[src/rtl/timer_pkg.sv]
// Shared types and constants for the microwave countdown timer controller.
`timescale 1ns/1ps
package timer_pkg;

  typedef enum logic [2:0] {
    ST_IDLE   = 3'd0,
    ST_LOAD   = 3'd1,
    ST_RUN    = 3'd2,
    ST_PAUSED = 3'd3,
    ST_DONE   = 3'd4
  } state_t;

  typedef logic [3:0] bcd_t;

  localparam bcd_t SEC_TENS_MAX = 4'd5;

  // Entry buffer is {min_tens, min_units, sec_tens, sec_units}; seconds tens above 5 is not a valid time.
  function automatic logic [15:0] clamp_load(input logic [15:0] entry);
    logic [15:0] r;
    r = entry;
    if (entry[7:4] > SEC_TENS_MAX) r[7:4] = SEC_TENS_MAX;
    return r;
  endfunction

endpackage

[src/rtl/timer_ctrl_tick_gen.sv]
// Tick prescaler: counts while run is high, holds otherwise, clr restarts the period.
`timescale 1ns/1ps
module tick_gen #(
  parameter int TICK_DIV = 50_000_000
) (
  input  logic clk,
  input  logic clrn,
  input  logic clr,
  input  logic run,
  output logic tick
);

  localparam int CW = (TICK_DIV > 2) ? $clog2(TICK_DIV) : 1;
  localparam logic [CW-1:0] LAST = CW'(TICK_DIV - 1);

  logic [CW-1:0] count;

  assign tick = run && (count == LAST);

  always_ff @(posedge clk or negedge clrn) begin
    if (!clrn) begin
      count <= '0;
    end else if (clr) begin
      count <= '0;
    end else if (run) begin
      count <= (count == LAST) ? '0 : count + CW'(1);
    end
  end

endmodule

[src/rtl/timer_ctrl.sv]
// Microwave timer sequencer: keypad entry, load, 1 Hz countdown enable, door interlock, completion.
// Optional buzzer sequencing is built when TIMER_CTRL_BEEP_EN is defined; otherwise beep is tied low.
//
// state  | meaning
// IDLE   | collecting keypad digits into the mm:ss entry buffer
// LOAD   | one-cycle parallel load of the counter chain
// RUN    | magnetron on, counter decremented once per tick
// PAUSED | door opened or stop pressed; counter and prescaler frozen
// DONE   | counter reached 00:00; done flag (and buzzer) active
`timescale 1ns/1ps
module timer_ctrl
  import timer_pkg::*;
#(
  parameter int TICK_DIV   = 50_000_000,
  parameter int BEEP_TICKS = 3
) (
  input  logic        clk,
  input  logic        clrn,
  input  logic        key_valid,
  input  logic [3:0]  key_digit,
  input  logic        start,
  input  logic        stop,
  input  logic        clear,
  input  logic        door_closed,
  input  logic        time_zero,
  output logic [15:0] cnt_data,
  output logic        cnt_loadn,
  output logic        cnt_en,
  output logic        mag_on,
  output logic        done,
  output logic        beep
);

  if (TICK_DIV < 2 || BEEP_TICKS < 1) begin : g_param_check
    $error("timer_ctrl: TICK_DIV must be >= 2 and BEEP_TICKS >= 1");
  end

  state_t      state;
  logic [15:0] entry_buf;
  logic        key_ok;
  logic        tick;
  logic        presc_run;
  logic        presc_clr;

  assign key_ok = key_valid && (key_digit <= 4'd9);

  // The prescaler only advances in RUN cycles that stay in RUN, so a pause never swallows a tick.
  always_comb begin
    presc_run = 1'b0;
    presc_clr = 1'b0;
    case (state)
      ST_LOAD: presc_clr = 1'b1;
      ST_RUN: begin
        if (!clear && door_closed && !stop) begin
          if (time_zero) presc_clr = 1'b1;
          else           presc_run = 1'b1;
        end
      end
`ifdef TIMER_CTRL_BEEP_EN
      ST_DONE: presc_run = 1'b1;
`endif
      default: ;
    endcase
  end

  tick_gen #(.TICK_DIV(TICK_DIV)) u_tick_gen (
    .clk  (clk),
    .clrn (clrn),
    .clr  (presc_clr),
    .run  (presc_run),
    .tick (tick)
  );

`ifdef TIMER_CTRL_BEEP_EN
  localparam int BW = (BEEP_TICKS > 1) ? $clog2(BEEP_TICKS) : 1;
  localparam logic [BW-1:0] BEEP_LAST = BW'(BEEP_TICKS - 1);
  logic [BW-1:0] beep_cnt;
`else
  assign beep = 1'b0;
`endif

  always_ff @(posedge clk or negedge clrn) begin
    if (!clrn) begin
      state     <= ST_IDLE;
      entry_buf <= '0;
      cnt_data  <= '0;
      cnt_loadn <= 1'b1;
      cnt_en    <= 1'b0;
      mag_on    <= 1'b0;
      done      <= 1'b0;
`ifdef TIMER_CTRL_BEEP_EN
      beep      <= 1'b0;
      beep_cnt  <= '0;
`endif
    end else begin
      cnt_loadn <= 1'b1;
      cnt_en    <= 1'b0;
      if (clear && state != ST_IDLE) begin
        // Loading 00:00 blanks the display on the way back to IDLE.
        state     <= ST_IDLE;
        entry_buf <= '0;
        cnt_data  <= '0;
        cnt_loadn <= 1'b0;
        cnt_en    <= 1'b1;
        mag_on    <= 1'b0;
        done      <= 1'b0;
`ifdef TIMER_CTRL_BEEP_EN
        beep      <= 1'b0;
`endif
      end else begin
        case (state)
          ST_IDLE: begin
            if (clear) begin
              entry_buf <= '0;
            end else if (stop) begin
            end else if (start) begin
              if (door_closed && entry_buf != '0) begin
                state     <= ST_LOAD;
                cnt_data  <= clamp_load(entry_buf);
                cnt_loadn <= 1'b0;
                cnt_en    <= 1'b1;
              end
            end else if (key_ok) begin
              entry_buf <= {entry_buf[11:0], key_digit};
            end
          end
          ST_LOAD: begin
            if (!door_closed || stop) begin
              state <= ST_PAUSED;
            end else begin
              state  <= ST_RUN;
              mag_on <= 1'b1;
            end
          end
          ST_RUN: begin
            if (!door_closed || stop) begin
              state  <= ST_PAUSED;
              mag_on <= 1'b0;
            end else if (time_zero) begin
              state  <= ST_DONE;
              mag_on <= 1'b0;
              done   <= 1'b1;
`ifdef TIMER_CTRL_BEEP_EN
              beep     <= 1'b1;
              beep_cnt <= '0;
`endif
            end else if (tick) begin
              cnt_en <= 1'b1;
            end
          end
          ST_PAUSED: begin
            if (door_closed && !stop && start) begin
              state  <= ST_RUN;
              mag_on <= 1'b1;
            end
          end
          ST_DONE: begin
            if (start || key_valid) begin
              state     <= ST_IDLE;
              entry_buf <= '0;
              done      <= 1'b0;
`ifdef TIMER_CTRL_BEEP_EN
              beep      <= 1'b0;
`endif
            end
`ifdef TIMER_CTRL_BEEP_EN
            else if (beep && tick) begin
              if (beep_cnt == BEEP_LAST) beep <= 1'b0;
              beep_cnt <= beep_cnt + BW'(1);
            end
`endif
          end
          default: state <= ST_IDLE;
        endcase
      end
    end
  end

endmodule

[config.mk]
export PLATFORM = sky130hd
export DESIGN_NAME = timer_ctrl
export DESIGN_NICKNAME = d
export VERILOG_FILES = /design/src/rtl/timer_pkg.sv /design/src/rtl/timer_ctrl_tick_gen.sv /design/src/rtl/timer_ctrl.sv
export SDC_FILE = /design/constraint.sdc
export NUM_CORES = 1
export LEC_CHECK = 0
export ABC_AREA = 1
export BUFFER_PORTS_ARGS = -buffer_cell sky130_fd_sc_hd__clkbuf_2
export CAP_MARGIN = 25
export CORE_MARGIN = 4
export CORE_UTILIZATION = 32
export CTS_BUF_LIST = sky130_fd_sc_hd__clkbuf_8 sky130_fd_sc_hd__clkbuf_16
export CTS_CLUSTER_SIZE = 25
export DETAILED_ROUTE_END_ITERATION = 6
export GPL_ROUTABILITY_DRIVEN = 0
export PLACE_DENSITY_LB_ADDON = 0.08
export SLEW_MARGIN = 40
export SYNTH_ARGS = -nofsm -noshare
export SYNTH_HDL_FRONTEND = slang
export SYNTH_HIERARCHICAL = 1
export SYNTH_SLANG_ARGS = --single-unit
[constraint.sdc]
create_clock -name clk -period 5.64 [get_ports clk]
set_input_delay 1.692 -clock clk [delete_from_list [all_inputs] [get_ports clk]]
set_output_delay 1.692 -clock clk [all_outputs]
set_load 0.02 [all_outputs]
==> summary.txt, run 1 <==
SYNTHESIS
-------------------------------------------------------------------------------------
EDFF count, synth                                                                   0
Average size of a mapped cell                                               7.436 um2
Yosys cell types                                                                   36
Seq/Total Area, Yosys                                                          44.31%
Synth Warn #                                                                        6
Most used flip-flop cell after synthesis                                      dfrtp_1
Synth Net Count                                                                   507
Number of synthesized register bits                                                65
Most frequent cell after synthesis                                            nand2_1
Async S/R FF share, synth                                                      100.0%
List of most frequent post-synthesis cells                               nand2_1 (134), nor2_1 (72), dfrtp_1 (64)
Synthesized instance count                                                        494
Synth Cell Area                                                              3674 um2
Dominant cells by area after synthesis                                   dfrtp_1 (44%), nand2_1 (14%), nor2_1 (7.4%)
Top cell type by total area after synthesis                                   dfrtp_1
Yosys top cell area share                                                      43.60%

STA
-------------------------------------------------------------------------------------
Unrepaired setup endpoints after global routing                                    no
Max transition margin                                                          46.61%
Post-route fraction of the period consumed by the critical path                67.19%
Actual slew at the worst max-slew pin                                       0.8000 ns
Worst hold slack after final layout                                         0.4869 ns
Max Freq                                                                   0.2639 GHz
Final period demand of the worst path                                        3.790 ns
Worst Clk Skew                                                            0.005598 ns
Final-report hold violation count                                                   0
Post-Route Setup TNS                                                             0 ns
Final setup vio count                                                               0
Max-slew violations                                                                 0

GLOBAL ROUTE
-------------------------------------------------------------------------------------
Antenna violations before repair                                                    0
First-pass GRT wire length                                                   15660 um
Number of global-route vias before repair                                        3162
Grt total ovfl                                                                      0
Largest net degree at the start of global routing                                  34
Total Routing Usage GR                                                         15.08%

WORST SETUP PATH
-------------------------------------------------------------------------------------
Cell with the biggest individual delay on the critical path                     inv_1
Family with the most delay on the worst path                             simple AND/OR/NAND/NOR gates
Classification of the worst setup path                                         in2reg
Worst path max stage delay                                                    0.62 ns
Startpoint kind of the worst setup timing path                           primary input
Most repeated library cell on the critical path                               nand2_1
CP cell instances                                                        clkbuf_2 -> inv_2 -> nand3_1 -> nor3_2 -> nor2_1 -> inv_1 -> nand3_1 -> nor2_1 -> nand2_1 -> nand2_1 -> nand2_1 -> nor2_2
Critical Path Fanout Max                                                           24
Beginning of the worst register-to-register path                             state[0]
Critical path capture point type                                                 flop
FF-to-FF setup slack                                                          2.93 ns
Endpoint of the most critical register-to-register path                  u_tick_gen/count[24]
Register-to-Register Path Depth                                                    13
Required time reported for the critical path endpoint                         5.91 ns
WP depth                                                                           12
Number of buffers and inverters on the critical path                                3
Data arrival, critical path                                                   4.06 ns

CTS
-------------------------------------------------------------------------------------
Clock insertion delay at the later pin of the skew report                     0.33 ns
Clock sink total                                                                   65
PostCTS Resize Cnt                                                                  0
CTS hold repair buffers                                                             0
Number of levels the H-tree was split into                                          3
Post-CTS setup-driven buffer insertion count                                        0
TritonCTS clock tree                                                              yes
Clock-pin slew of the registers on the worst-case setup and hold paths        0.05 ns
TritonCTS buffer count                                                              9
Clock tree root driver cell                                                 clkbuf_16
Maximum root-to-sink buffer count                                                   2

POWER
-------------------------------------------------------------------------------------
Leakage dissipation                                                          2.033 nW
Maximum vdd ir drop                                                         0.1830 mV
Total power density per cell area                                        383.3 nW/um2
Final total power                                                          0.001597 W

ROUTE
-------------------------------------------------------------------------------------
Number of detailed-route iterations in the first pass                               4
Detail Route Antenna Nets                                                           0
Vias per std cell                                                               4.753
Average wire per cell in the routed design                                   13.50 um
DRC violations left                                                                 0
Initial DRC Count                                                                 180
Drt total wl                                                                  9031 um
Total via count after detailed routing                                           3180

WORST HOLD PATH
-------------------------------------------------------------------------------------
Class of the worst hold path                                                  reg2reg
Start point of the worst min-delay path                                          done
Worst hold path stage count                                                         2
Terminating pin of the worst hold path                                           done

FLOORPLANNING
-------------------------------------------------------------------------------------
Boundary Pins                                                                      33
Core Box Area                                                               11030 um2
Row count                                                                          38
Die Ht                                                                       115.1 um
Die boundary width                                                           115.1 um
Starting density of the core                                                   33.30%
Area of the die                                                             13260 um2

FINAL LAYOUT
-------------------------------------------------------------------------------------
# fillers                                                                        1201
Number of antenna repair diodes                                                     0
Area overhead of the layout relative to synthesis                              13.42%
Final core area utilization                                                    37.77%
Layout Nets                                                                       537
Share of cells above drive strength 1                                          17.01%

OUTCOME
-------------------------------------------------------------------------------------
Outcome                                                                  finished clean

PLACEMENT
-------------------------------------------------------------------------------------
Input/output buffers                                                               31
HPWL reported at the end of detailed placement                                6656 um

JOB
-------------------------------------------------------------------------------------
# Max-Cap Violations                                                                0

==> state kept, by name (all words and copies together) (netlist names) <==
signal            count
cnt_data             16
cnt_en                1
cnt_loadn             1
done                  1
entry_buf            16
mag_on                1
state                 3
u_tick_gen/count     26
==> worst max path at each step <==
stage | end | slack [ns] | from
4_1_cts | u_tick_gen/count[24] | 1.86 | clear
6_report | u_tick_gen/count[24] | 1.85 | clear
3_3_place_gp | u_tick_gen/count[24] | 1.64 | clear
3_5_place_dp | u_tick_gen/count[24] | 1.52 | clear
5_1_grt | u_tick_gen/count[24] | 1.59 | clear
2_1_floorplan | u_tick_gen/count[16] | 2.44 | clear
==> stage by stage <==
stage          worst slack (ns)  instances  area [um2]
2_1_floorplan             2.436        494        3674
3_3_place_gp              1.641        653        3901
3_5_place_dp              1.524        653        3901
4_1_cts                   1.865        669        4164
5_1_grt                   1.588        669        4167
6_report                  1.850        669        4167
==> cell families after synthesis <==
kind of cell	Yosys count	synth area share, %
compound gates	41	6.608
other cells	1	0.1021
flops	65	44.31
xor+xnor	7	1.669
fa+ha+maj	1	0.3405
buf+inv	70	9.026
simple gates	309	37.94
==> cells in the final DEF (no fill, tap or decap), drive strengths merged <==
cell     instances
nand2          143
nor2            90
dfrtp           64
inv             61
nand3           46
clkbuf          40
o21ai           23
nand4           14
o211ai          11
or2              7
xor2             7
nor3             7
a21oi            5
buf              2
clkinv           2
and3             1
conb             1
dfstp            1
a2bb2oi          1
nor2b            1
a21o             1
ha               1
==> report_power, final <==
group	switching (W)	internal [W]
clock network	0.000197	0.000300
registers	0.0000666	0.000543
logic	0.000351	0.000140
==> metal layers <==
metal	GRT usage, %	wire length (um)	up-vias
li1	-	-	1641
met3	3.526	258	15
met2	23.96	4299	35
met4	6.651	201	0
met5	0	0	-
met1	19.63	4272	1489
==> worst min-delay path, stage by stage, from the launching register on <==
cell and delay (ns):
dfrtp_1 0.35, nand2_1 0.06, nand2_1 0.05
==> layout make-up <==
class	instances	area (um2)	share of cell area (%)
Multi-Input combinational cell	359	1714	41.14
Sequential cell	65	1628	39.07
Clock buffer	10	239.0	5.736
Inverter	57	221.5	5.315
Tap cell	140	175.2	4.204
Timing Repair Buffer	32	165.2	3.964
Clock inverter	6	23.77	0.5706
(Power assumes the default switching activity.)
==> inputs of run 2 (changes only) <==
Clock period 5.64 ns to 3.15 ns, I/O delays scaled along.
==> run 2 against run 1 <==
Effect of this change: critical path depth up 2; combinational power up 86%; register-to-register slack worse by 2.1 ns; die area unchanged; critical path type unchanged.
==> summary.txt, run 2 (synthesized netlist as in run 1, its figures left out) <==
STA
-------------------------------------------------------------------------------------
Max Freq                                                                   0.4003 GHz
Max transition margin                                                          59.98%   was 46.61%
Unrepaired setup endpoints after global routing                                    no   unchanged
Max-slew violations                                                                 0   unchanged
Final setup vio count                                                               0   unchanged
Actual slew at the worst max-slew pin                                       0.5996 ns   was 0.8000 ns
Final-report hold violation count                                                   0   unchanged
Post-route fraction of the period consumed by the critical path                79.30%
Post-Route Setup TNS                                                             0 ns   unchanged
Final period demand of the worst path                                        2.498 ns
Worst Clk Skew                                                            0.008173 ns   was 0.005598 ns

WORST SETUP PATH
-------------------------------------------------------------------------------------
Most repeated library cell on the critical path                               nand2_1   unchanged
CP cell instances                                                        clkbuf_2 -> inv_1 -> nand2_1 -> inv_1 -> nand4_1 -> nand2_1 -> nor2_1 -> inv_1 -> nand2_2 -> nor2_4 -> nand2_1 -> nand2_1 -> nand2_1 -> nor2_1   was clkbuf_2 -> inv_2 -> nand3_1 -> nor3_2 -> nor2_1 -> inv_1 -> nand3_1 -> nor2_1 -> nand2_1 -> nand2_1 -> nand2_1 -> nor2_2
Critical path capture point type                                                 flop   unchanged
Number of buffers and inverters on the critical path                                4   was 3
Family with the most delay on the worst path                             simple AND/OR/NAND/NOR gates   unchanged
FF-to-FF setup slack                                                          0.85 ns   was 2.93 ns
Startpoint kind of the worst setup timing path                           primary input   unchanged
Endpoint of the most critical register-to-register path                  u_tick_gen/count[17]   was u_tick_gen/count[24]
Required time reported for the critical path endpoint                         3.42 ns   was 5.91 ns
Worst path max stage delay                                                    0.32 ns   was 0.62 ns
Data arrival, critical path                                                   2.76 ns   was 4.06 ns
Critical Path Fanout Max                                                           10   was 24
Beginning of the worst register-to-register path                             state[2]   was state[0]
Register-to-Register Path Depth                                                    13   unchanged
Classification of the worst setup path                                         in2reg   unchanged
Cell with the biggest individual delay on the critical path                     inv_1   unchanged

GLOBAL ROUTE
-------------------------------------------------------------------------------------
Antenna violations before repair                                                    0   unchanged
Total Routing Usage GR                                                         14.99%   was 15.08%
Grt total ovfl                                                                      0   unchanged
First-pass GRT wire length                                                   15450 um   was 15660 um
Largest net degree at the start of global routing                                  66   was 34
Number of global-route vias before repair                                        3032   was 3162

FINAL LAYOUT
-------------------------------------------------------------------------------------
Post-route design area                                                       4230 um2   was 4167 um2
Layout Nets                                                                       540   was 537
Flip-flop count of the largest register after layout                               26   unchanged
Most common library cell in the layout ignoring fill and taps                 nand2_1   unchanged
Top register by number of flip-flops                                     u_tick_gen/count   unchanged
Area overhead of the layout relative to synthesis                              15.16%   was 13.42%
Share of cells above drive strength 1                                          18.23%   was 17.01%
Registers with the most flip-flops                                       u_tick_gen/count x26, cnt_data x16, entry_buf x16   unchanged
Number of standard cells in the layout, taps in and fillers out                   672   was 669
Leading cell types in the layout, fill and taps excluded                 nand2_1 (134), nor2_1 (72), dfrtp_1 (64)   unchanged
Number of antenna repair diodes                                                     0   unchanged

CTS
-------------------------------------------------------------------------------------
TritonCTS buffer count                                                              9   unchanged
Clock tree root driver cell                                                 clkbuf_16   unchanged
Number of levels the H-tree was split into                                          3   unchanged
Clock insertion delay at the later pin of the skew report                     0.34 ns   was 0.33 ns
Clock-pin slew of the registers on the worst-case setup and hold paths        0.06 ns   was 0.05 ns
PostCTS Resize Cnt                                                                  0   unchanged
TritonCTS clock tree                                                              yes   unchanged
CTS hold repair buffers                                                             0   unchanged
Post-CTS setup-driven buffer insertion count                                        0   unchanged
Maximum root-to-sink buffer count                                                   2   unchanged
Clock sink total                                                                   65   unchanged

FLOORPLANNING
-------------------------------------------------------------------------------------
Die Ht                                                                       115.1 um   unchanged
Boundary Pins                                                                      33   unchanged
Die boundary width                                                           115.1 um   unchanged
Area of the die                                                             13260 um2   unchanged
Starting density of the core                                                   33.30%   unchanged
Row count                                                                          38   unchanged
Core Box Area                                                               11030 um2   unchanged

PLACEMENT
-------------------------------------------------------------------------------------
Input/output buffers                                                               31   unchanged
HPWL reported at the end of detailed placement                                6594 um   was 6656 um
Number of placed instances, taps included                                         656   was 653
Placed cell areas                                                            3936 um2   was 3901 um2

ROUTE
-------------------------------------------------------------------------------------
Total via count after detailed routing                                           3233   was 3180
Average wire per cell in the routed design                                   13.62 um   was 13.50 um
Drt total wl                                                                  9154 um   was 9031 um
Vias per std cell                                                               4.811   was 4.753
Number of detailed-route iterations in the first pass                               4   unchanged
Detail Route Antenna Nets                                                           0   unchanged
Initial DRC Count                                                                 115   was 180
DRC violations left                                                                 0   unchanged

POWER
-------------------------------------------------------------------------------------
Total power density per cell area                                        702.9 nW/um2   was 383.3 nW/um2
Maximum vdd ir drop                                                         0.3106 mV   was 0.1830 mV
Final total power                                                          0.002974 W   was 0.001597 W
Leakage dissipation                                                          2.046 nW   was 2.033 nW

WORST HOLD PATH
-------------------------------------------------------------------------------------
Start point of the worst min-delay path                                   cnt_data[3]   was done
Terminating pin of the worst hold path                                    cnt_data[3]   was done
Class of the worst hold path                                                  reg2reg   unchanged
Worst hold path stage count                                                         2   unchanged

JOB
-------------------------------------------------------------------------------------
# Max-Cap Violations                                                                0   unchanged

OUTCOME
-------------------------------------------------------------------------------------
Outcome                                                                  finished clean   unchanged

run 2: per-layer routing:
metal / global-route usage (%) / part of all wire [%] / up-vias
li1: - / - / 1641
met1: 19.82 / 48 / 1519
met2: 23.61 / 47 / 58
met3: 2.789 / 3.2 / 15
met4: 7.277 / 2.2 / 0
met5: 0 / 0 / -
run 2: area by class of cell:
class                           count  area [um2]
Timing Repair Buffer               35       197.7
Fill cell                        1189        6800
Multi-Input combinational cell    359        1714
Clock inverter                      4       27.53
Sequential cell                    65        1628
Inverter                           57       221.5
Clock buffer                       12       266.5
Tap cell                          140       175.2
run 2: through the flow:
| step | setup slack (ns) | utilization (%) | hold WS [ns] |
|---|---|---|---|
| 6_report | 0.6520 | 38.35 | 0.5001 |
| 5_1_grt | 0.4623 | 38.35 | 0.5208 |
| 4_1_cts | 0.7033 | 38.35 | 0.5044 |
| 3_5_place_dp | 0.3440 | 35.69 | 0.4910 |
| 3_3_place_gp | 0.3977 | 35.69 | 0.4834 |
| 2_1_floorplan | 0.6932 | - | 0.4714 |
run 2: worst reg2reg max path, cell delays in order, from the launching register on:
cell and delay (ns):
dfrtp_1 0.46, nor2_1 0.16, nand2_1 0.12, inv_1 0.15, nand4_1 0.15, nand2_1 0.12
nor2_1 0.09, inv_1 0.32, nand2_2 0.16, nor2_4 0.20, nand2_1 0.09, nand2_1 0.07
nand2_1 0.05, nor2_1 0.09
run 2: worst max path at each step:
stage          slack [ns]                   end   from  cells after the start
6_report             0.65  u_tick_gen/count[17]   stop                     14
5_1_grt              0.46  u_tick_gen/count[24]   stop                     14
4_1_cts              0.70  u_tick_gen/count[17]   stop                     14
3_5_place_dp         0.34  u_tick_gen/count[24]  clear                     12
3_3_place_gp         0.40  u_tick_gen/count[24]   stop                     14
2_1_floorplan        0.69  u_tick_gen/count[16]  clear                     10
run 2: report_power, final:
group          total [W]  switching (W)  internal [W]
logic           0.000909       0.000642      0.000267
clock network   0.000975       0.000380      0.000595
registers        0.00109       0.000118      0.000971
total            0.00297        0.00114       0.00183
==> inputs of run 3 (changes only) <==
Clock period 3.15 ns to 2.16 ns, I/O delays scaled along.
==> run 3 against run 2 <==
Effect of this change: cell area increased by 2.5%; routed wire length increased by 1.3%; critical path depth decreased by 1; die area unchanged; combinational power increased by 61%; highest routed layer unchanged.
==> summary.txt, run 3 (synthesized netlist as in run 1, its figures left out) <==
WORST SETUP PATH
-------------------------------------------------------------------------------------
Required time reported for the critical path endpoint                         2.43 ns   was 3.42 ns
Worst Setup SP                                                               state[0]   was stop
Data arrival, critical path                                                   2.15 ns   was 2.76 ns
Classification of the worst setup path                                        reg2reg   was in2reg
Critical Path Fanout Max                                                            6   was 10
Startpoint kind of the worst setup timing path                                   flop   was primary input
Critical path capture point type                                                 flop   unchanged
Beginning of the worst register-to-register path                             state[0]   was state[2]

FLOORPLANNING
-------------------------------------------------------------------------------------
Row count                                                                          38   unchanged
Core Box Area                                                               11030 um2   unchanged
Die Ht                                                                       115.1 um   unchanged
Area of the die                                                             13260 um2   unchanged
Boundary Pins                                                                      33   unchanged
Starting density of the core                                                   33.30%   unchanged
Die boundary width                                                           115.1 um   unchanged

ROUTE
-------------------------------------------------------------------------------------
Drt total wl                                                                  9274 um   was 9154 um
DRC violations left                                                                 0   unchanged
Total via count after detailed routing                                           3212   was 3233
Initial DRC Count                                                                 155   was 115
Vias per std cell                                                               4.682   was 4.811
Number of detailed-route iterations in the first pass                               4   unchanged
Detail Route Antenna Nets                                                           0   unchanged
Average wire per cell in the routed design                                   13.52 um   was 13.62 um

STA
-------------------------------------------------------------------------------------
Final setup vio count                                                               0   unchanged
Worst hold slack after final layout                                         0.3316 ns   was 0.5001 ns
Worst Clk Skew                                                            0.005993 ns   was 0.008173 ns
Post-route fraction of the period consumed by the critical path                86.81%
Max-slew violations                                                                 0   unchanged
Final-report hold violation count                                                   0   unchanged
Unrepaired setup endpoints after global routing                                    no   unchanged
Final period demand of the worst path                                        1.875 ns
Max Freq                                                                   0.5333 GHz
Post-Route Setup TNS                                                             0 ns   unchanged

CTS
-------------------------------------------------------------------------------------
TritonCTS buffer count                                                              9   unchanged
Number of levels the H-tree was split into                                          3   unchanged
Maximum root-to-sink buffer count                                                   2   unchanged
Clock sink total                                                                   65   unchanged
Clock tree root driver cell                                                 clkbuf_16   unchanged
TritonCTS clock tree                                                              yes   unchanged
Clock insertion delay at the later pin of the skew report                     0.34 ns   about the same
Clock-pin slew of the registers on the worst-case setup and hold paths        0.06 ns   about the same
Post-CTS setup-driven buffer insertion count                                        0   unchanged
CTS hold repair buffers                                                             0   unchanged

JOB
-------------------------------------------------------------------------------------
# Max-Cap Violations                                                                0   unchanged

FINAL LAYOUT
-------------------------------------------------------------------------------------
Top register by number of flip-flops                                     u_tick_gen/count   unchanged
Leading cell types in the layout, fill and taps excluded                 nand2_1 (134), nor2_1 (72), dfrtp_1 (64)   unchanged
Layout Nets                                                                       554   was 540
Most common library cell in the layout ignoring fill and taps                 nand2_1   unchanged
Final core area utilization                                                    39.31%   was 38.35%
Number of antenna repair diodes                                                     0   unchanged
Share of cells above drive strength 1                                          20.88%   was 18.23%
Area overhead of the layout relative to synthesis                              18.05%   was 15.16%
Registers with the most flip-flops                                       u_tick_gen/count x26, cnt_data x16, entry_buf x16   unchanged
Flip-flop count of the largest register after layout                               26   unchanged

PLACEMENT
-------------------------------------------------------------------------------------
Input/output buffers                                                               31   unchanged
HPWL reported at the end of detailed placement                                6808 um   was 6594 um

POWER
-------------------------------------------------------------------------------------
Total power density per cell area                                         1015 nW/um2   was 702.9 nW/um2
Leakage dissipation                                                          2.095 nW   was 2.046 nW
Final total power                                                          0.004401 W   was 0.002974 W
Maximum vdd ir drop                                                         0.5302 mV   was 0.3106 mV

OUTCOME
-------------------------------------------------------------------------------------
Outcome                                                                  finished clean   unchanged

GLOBAL ROUTE
-------------------------------------------------------------------------------------
First-pass GRT wire length                                                   15640 um   was 15450 um
Largest net degree at the start of global routing                                  66   unchanged
Total Routing Usage GR                                                         15.22%   was 14.99%
Grt total ovfl                                                                      0   unchanged
Number of global-route vias before repair                                        3135   was 3032
Antenna violations before repair                                                    0   unchanged

WORST HOLD PATH
-------------------------------------------------------------------------------------
Class of the worst hold path                                                 in2async   was reg2reg

run 3: area by class of cell:
class | instances | area, um2
Clock buffer | 10 | 239.0
Multi-Input combinational cell | 359 | 1714
Clock inverter | 6 | 43.79
Tap cell | 140 | 175.2
Inverter | 57 | 221.5
Timing Repair Buffer | 49 | 315.3
Fill cell | 1204 | 6694
Sequential cell | 65 | 1628
run 3: what timing repair did:
item | in CTS | in global routing
hold endpoints to repair | 0 | 0
setup endpoints to repair | 0 | 14
gates resized for setup | 0 | 2
run 3: stage by stage:
stage | worst slack [ns] | cells | instance area [um2]
floorplan | 0.0001601 | 494 | 3674
global placement | 0.09969 | 670 | 4054
detailed placement | 0.02445 | 670 | 4054
CTS | 0.1508 | 686 | 4337
global route | 0.02078 | 686 | 4337
finish | 0.2848 | 686 | 4337
run 3: power breakdown:
group	leakage (nW)	internal, W	switching (W)	total (W)
logic	1.08	0.000485	0.000975	0.00146
clock network	0.127	0.000806	0.000556	0.00136
registers	0.891	0.00142	0.000162	0.00158
total	2.10	0.00271	0.00169	0.00440
run 3: routing by layer:
| metal | routed length, um | track usage [%] |
|---|---|---|
| met4 | 101 | 4.695 |
| met2 | 4379 | 24.50 |
| met1 | 4491 | 19.63 |
| met3 | 302 | 4.737 |
| met5 | 0 | 0 |
run 3: final timing paths:
| kind | end | slack (ns) | depth (start not counted) |
|---|---|---|---|
| setup / recovery | u_tick_gen/count[24] | 0.28 | 13 |
| hold / removal | u_tick_gen/count[25] | 0.33 | 2 |
| setup reg to reg | u_tick_gen/count[24] | 0.28 | 13 |
| hold reg to reg | done | 0.47 | 2 |
| max in group asynchronous | cnt_loadn | 1.50 | 2 |
| min in group clk | done | 0.47 | 2 |
run 3: critical path: stages, from the launching register on:
cell and delay, ns:
dfrtp_1 0.38, nor2_1 0.16, nand2_1 0.14, inv_2 0.12, nand4_1 0.11, nand2_1 0.10
nor2_1 0.07, inv_2 0.13, nand3_1 0.17, nor2_1 0.16, nand2_1 0.06, nand2_1 0.05
nand2_1 0.05, nor2_2 0.09
